==> src/rtl/terminal_rr_arbiter.sv <==
// rtl/terminal_rr_arbiter.sv - round-robin terminal arbiter with single-entry holding register
// Optional stall watchdog: define ARB_WATCHDOG_EN.
module terminal_rr_arbiter #(
   parameter int N_REQ    = 4,
   parameter int PCK_SZ   = 40,
   parameter int DST_MSB  = 31,
   parameter int DST_LSB  = 26,
   parameter int PORT_ID  = 0,
   parameter int WD_LIMIT = 128
) (
   input  logic                          clk,
   input  logic                          reset,
   input  logic [N_REQ-1:0]              req_pndng,
   input  logic [N_REQ-1:0][PCK_SZ-1:0]  req_data,
   output logic [N_REQ-1:0]              req_pop,
   output logic [PCK_SZ-1:0]             out_data,
   output logic                          out_pndng,
   input  logic                          out_pop,
   output logic [15:0]                   drop_cnt,
   output logic                          wd_timeout
);

   localparam int PW    = (N_REQ > 1) ? $clog2(N_REQ) : 1;
   localparam int DST_W = DST_MSB - DST_LSB + 1;
   localparam logic [DST_W-1:0] PORT_DST = DST_W'(PORT_ID);

   typedef enum logic {IDLE, HOLD} state_t;

   state_t              state_q, state_d;
   logic [PW-1:0]       ptr_q, ptr_d;
   logic [PCK_SZ-1:0]   data_q, data_d;
   logic [15:0]         drop_q, drop_d;

   logic [PW-1:0]       winner;
   logic [PW-1:0]       idx_w;
   logic                found;
   logic                accept;
   logic                grant;
   logic                dst_ok;

   // Scan ptr+1 .. ptr+N_REQ so the last granted requester has lowest priority.
   always_comb begin
      winner = '0;
      found  = 1'b0;
      idx_w  = '0;
      for (int k = 1; k <= N_REQ; k++) begin
         idx_w = PW'((int'(ptr_q) + k) % N_REQ);
         if (!found && req_pndng[idx_w]) begin
            found  = 1'b1;
            winner = idx_w;
         end
      end
   end

   assign accept = (state_q == IDLE) || out_pop;
   assign grant  = accept && found;
   assign dst_ok = (req_data[winner][DST_MSB:DST_LSB] == PORT_DST);

   // Gated by reset so no pop can leak out while the block is held in reset.
   assign req_pop = (grant && reset) ? (N_REQ'(1) << winner) : '0;

   always_comb begin
      state_d = state_q;
      ptr_d   = ptr_q;
      data_d  = data_q;
      drop_d  = drop_q;
      if (state_q == HOLD && out_pop) begin
         state_d = IDLE;
      end
      if (grant) begin
         ptr_d = winner;
         if (dst_ok) begin
            data_d  = req_data[winner];
            state_d = HOLD;
         end else begin
            state_d = IDLE;
            if (drop_q != 16'hFFFF) begin
               drop_d = drop_q + 16'd1;
            end
         end
      end
   end

   always_ff @(posedge clk or negedge reset) begin
      if (!reset) begin
         state_q <= IDLE;
         ptr_q   <= PW'(N_REQ - 1);
         data_q  <= '0;
         drop_q  <= '0;
      end else begin
         state_q <= state_d;
         ptr_q   <= ptr_d;
         data_q  <= data_d;
         drop_q  <= drop_d;
      end
   end

   assign out_pndng = (state_q == HOLD);
   assign out_data  = data_q;
   assign drop_cnt  = drop_q;

`ifdef ARB_WATCHDOG_EN
   logic [7:0] wd_cnt_q, wd_cnt_d;
   logic       wd_q, wd_d;

   always_comb begin
      wd_cnt_d = '0;
      if (state_q == HOLD && !out_pop) begin
         wd_cnt_d = (wd_cnt_q == 8'hFF) ? wd_cnt_q : wd_cnt_q + 8'd1;
      end
      wd_d = wd_q || (wd_cnt_d == 8'(WD_LIMIT));
   end

   always_ff @(posedge clk or negedge reset) begin
      if (!reset) begin
         wd_cnt_q <= '0;
         wd_q     <= 1'b0;
      end else begin
         wd_cnt_q <= wd_cnt_d;
         wd_q     <= wd_d;
      end
   end

   assign wd_timeout = wd_q;
`else
   assign wd_timeout = 1'b0;
`endif

endmodule

==> config.mk <==
export PLATFORM = sky130hd
export DESIGN_NAME = terminal_rr_arbiter
export DESIGN_NICKNAME = d
export VERILOG_FILES = /design/src/rtl/terminal_rr_arbiter.sv
export SDC_FILE = /design/constraint.sdc
export NUM_CORES = 1
export LEC_CHECK = 0
export CORE_ASPECT_RATIO = 0.8
export CORE_MARGIN = 1.5
export CORE_UTILIZATION = 36
export DETAILED_ROUTE_END_ITERATION = 16
export GPL_ROUTABILITY_DRIVEN = 0
export GPL_TIMING_DRIVEN = 0
export PLACE_DENSITY = 0.88
export SLEW_MARGIN = 10
export SYNTH_ARGS = -nofsm -noshare
export SYNTH_HDL_FRONTEND = slang
export SYNTH_SLANG_ARGS = --single-unit
==> constraint.sdc <==
create_clock -name clk -period 3.4 [get_ports clk]
set_clock_uncertainty 0.15 [all_clocks]
set_input_delay 0.68 -clock clk [delete_from_list [all_inputs] [get_ports clk]]
set_output_delay 0.68 -clock clk [all_outputs]
set_load 0.02 [all_outputs]
==> qor.csv <==
metric;value;unit
CP Buf/Inv Count;3;
synth-to-layout area growth;80.05;%
TritonCTS buffer count;9;
post-synthesis net count;496;
worst setup path class;input port to output port;
Root Driver;clkbuf_16;
ys async rst share;1.000;
clk_lat worst skew;0.32;ns
Hold WC Path Type;input port to asynchronous set/reset pin;
Clk pin slew, worst setup/hold paths;0.06;ns
First DRT Iteration DRCs;249;
synth warn;0;
commonest non-fill, non-tap cell in the layout;clkdlybuf4s50_1;
setup TNS;0;ns
post-DR vias/cell;5.414;
CP top delay family;buffers and inverters;
period utilisation layout;0.9746;
IO buf count;225;
Setup WS post-layout;0.08628;ns
num ports;229;
Initial Utilization;0.3766;
CP startpoint kind;input port;
run status;finished clean;
Row Count;31;
Worst Path Max Fanout;18;
final-stage net count;734;
Leak;2.719;nW
endpoints failing setup;0;
main flop type after synthesis;dfrtp_1;
DR WL/cell;18.45;µm
worst relative slew slack;0.4833;
detailed placement HPWL;9.280;mm
pre-CTS WS;-1.049;ns
htree depth;3;
Req. time, crit path;2.57;ns
DR pass1 iterations;7;
CORE AREA;9193;µm²
ratio of cells with drive above 1 in the final layout;0.1401;
number of synthesized flops with an enable pin;0;
Seq/Total Area, Yosys;0.4272;
initial antenna violation count;0;
Worst-Margin Slew;0.7751;ns
Critical Path Max Stage Delay;0.53;ns
synthesized area;3462;µm²
final hold vios;0;
# clock sinks;59;
ant diodes;0;
Distinct cells, synth;43;
largest net degree at the start of global routing;64;
CP arrival;2.48;ns
crit-path cells;clkdlybuf4s50_1, and3b_1, a311o_1, buf_6, and3_1, dlygate4sd2_1;
Tmin final;3.314;ns
final global-route overflow total;0;
final slew viol count;0;
Power Density;771.9;nW/µm²
Fmax;301.8;MHz
drc violations;0;
CTS tree;done;
overall global routing resource usage;0.2379;
Worst VDD drop;477.0;µV
deepest clock path buffer count;2;
slowest cell on the critical path;clkdlybuf4s50_1;
maxcap violations;0;
DR vias;3714;
vias in the first global route;3820;
Final ANT Viol Nets;0;
Die Area;10220;µm²
Post-Syn Instances;328;
global-route wire length before repair;18.98;mm
post-synthesis register bit count;59;
Worst setup EP type;output port;
Die Ht;90.71;µm
Die X;112.6;µm
final WL;12.66;mm
flop2flop setup slack;0.43;ns
RSZ-0062 raised after global routing;false;
cts hold-fix bufs;0;
commonest cells after routing, fill and taps aside;clkdlybuf4s50_1 (220), nand2_1 (78), dfrtp_1 (57);
Syn Area/Cell;10.56;µm²
-- worst paths after layout --
check | from | endpoint | depth (start not counted)
max in group asynchronous | reset | out_data[13] | 1
min in group clk | out_data[30] | out_data[30] | 1
setup / recovery | req_pndng[3] | req_pop[0] | 6
hold reg to reg | out_data[30] | out_data[30] | 1
setup reg to reg | ptr_q[0] | out_data[20] | 9
hold / removal | reset | drop_cnt[13] | 1
-- kinds of logic after synthesis --
family	after synthesis	synth area share
buffers and inverters	31	0.05855
AOI/OAI and AO/OA	60	0.1558
DFF	59	0.4272
and+or+nand+nor	125	0.1630
xor gates and xnor gates	15	0.03795
adders and majority gates	1	0.003613
muxes	36	0.1529
other	1	0.001083
-- layer usage --
metal | global-route usage | vias to the layer above | part of all wire
li1 | - | 1701 | -
met4 | 0.06646 | 0 | 0.0094
met2 | 0.4106 | 211 | 0.50
met1 | 0.2872 | 1790 | 0.41
met5 | 0 | - | 0
met3 | 0.07181 | 12 | 0.088
-- sequential cells by signal, summed over array words and instances (netlist names) --
| name | flops |
|---|---|
| ptr_q | 2 |
| drop_cnt | 16 |
| out_pndng | 1 |
| out_data | 40 |
-- per-stage QoR --
step / power, mW / utilization / instance area, µm² / instances / hold slack, ns
4_1_cts: 4.813 / 0.6757 / 6211 / 684 / 0.3115
3_3_place_gp: 3.754 / 0.6373 / 5858 / 668 / 0.3179
5_1_grt: 5.052 / 0.6781 / 6233 / 686 / 0.3464
2_1_floorplan: 2.769 / - / 3462 / 328 / 0.2344
6_report: 4.812 / 0.6781 / 6233 / 686 / 0.2832
3_5_place_dp: 3.837 / 0.6370 / 5856 / 668 / 0.3207
-- synthesized netlist by cell type, types with 3 or more instances --
cell type | n | area (µm²)
and2_1 | 6 | 37.54
dfrtp_1 | 57 | 1426
buf_2 | 3 | 15.01
nor2_1 | 7 | 26.28
o31a_1 | 3 | 26.28
nor3_1 | 3 | 15.01
a222oi_1 | 34 | 340.3
inv_1 | 4 | 15.01
nand2b_1 | 4 | 25.02
o31ai_1 | 3 | 22.52
or4_1 | 3 | 22.52
nand4_1 | 7 | 43.79
clkbuf_1 | 16 | 60.06
mux2_2 | 3 | 33.78
nand2_1 | 78 | 292.8
and3_1 | 6 | 37.54
nand3_1 | 6 | 30.03
mux2_4 | 33 | 495.5
xnor2_1 | 14 | 122.6
a21oi_1 | 6 | 30.03
buf_12 | 3 | 60.06
buf_6 | 4 | 45.04
-- what timing repair did --
action	in CTS	in global routing
setup endpoints to repair	13	31
buffers inserted	2	2
pin swaps	2	0
hold endpoints to repair	0	0
resized for setup	18	8
-- area by class of cell --
type	count	area (µm²)
fillers	699	2959
repair buffers	229	2272
multi-input cells	238	1821
flip-flops and latches	59	1479
clock buffers	11	242.7
plain buffers	25	207.7
well taps	115	143.9
clock inverters	5	52.55
inverters	4	15.01
-- power by group --
part,switching (mW),total [mW],internal (mW)
logic,1.25,2.73,1.48
registers,0.195,1.18,0.986
clock network,0.322,0.905,0.583
total,1.76,4.81,3.05
Note: power is estimated with default switching activity, not from simulation.
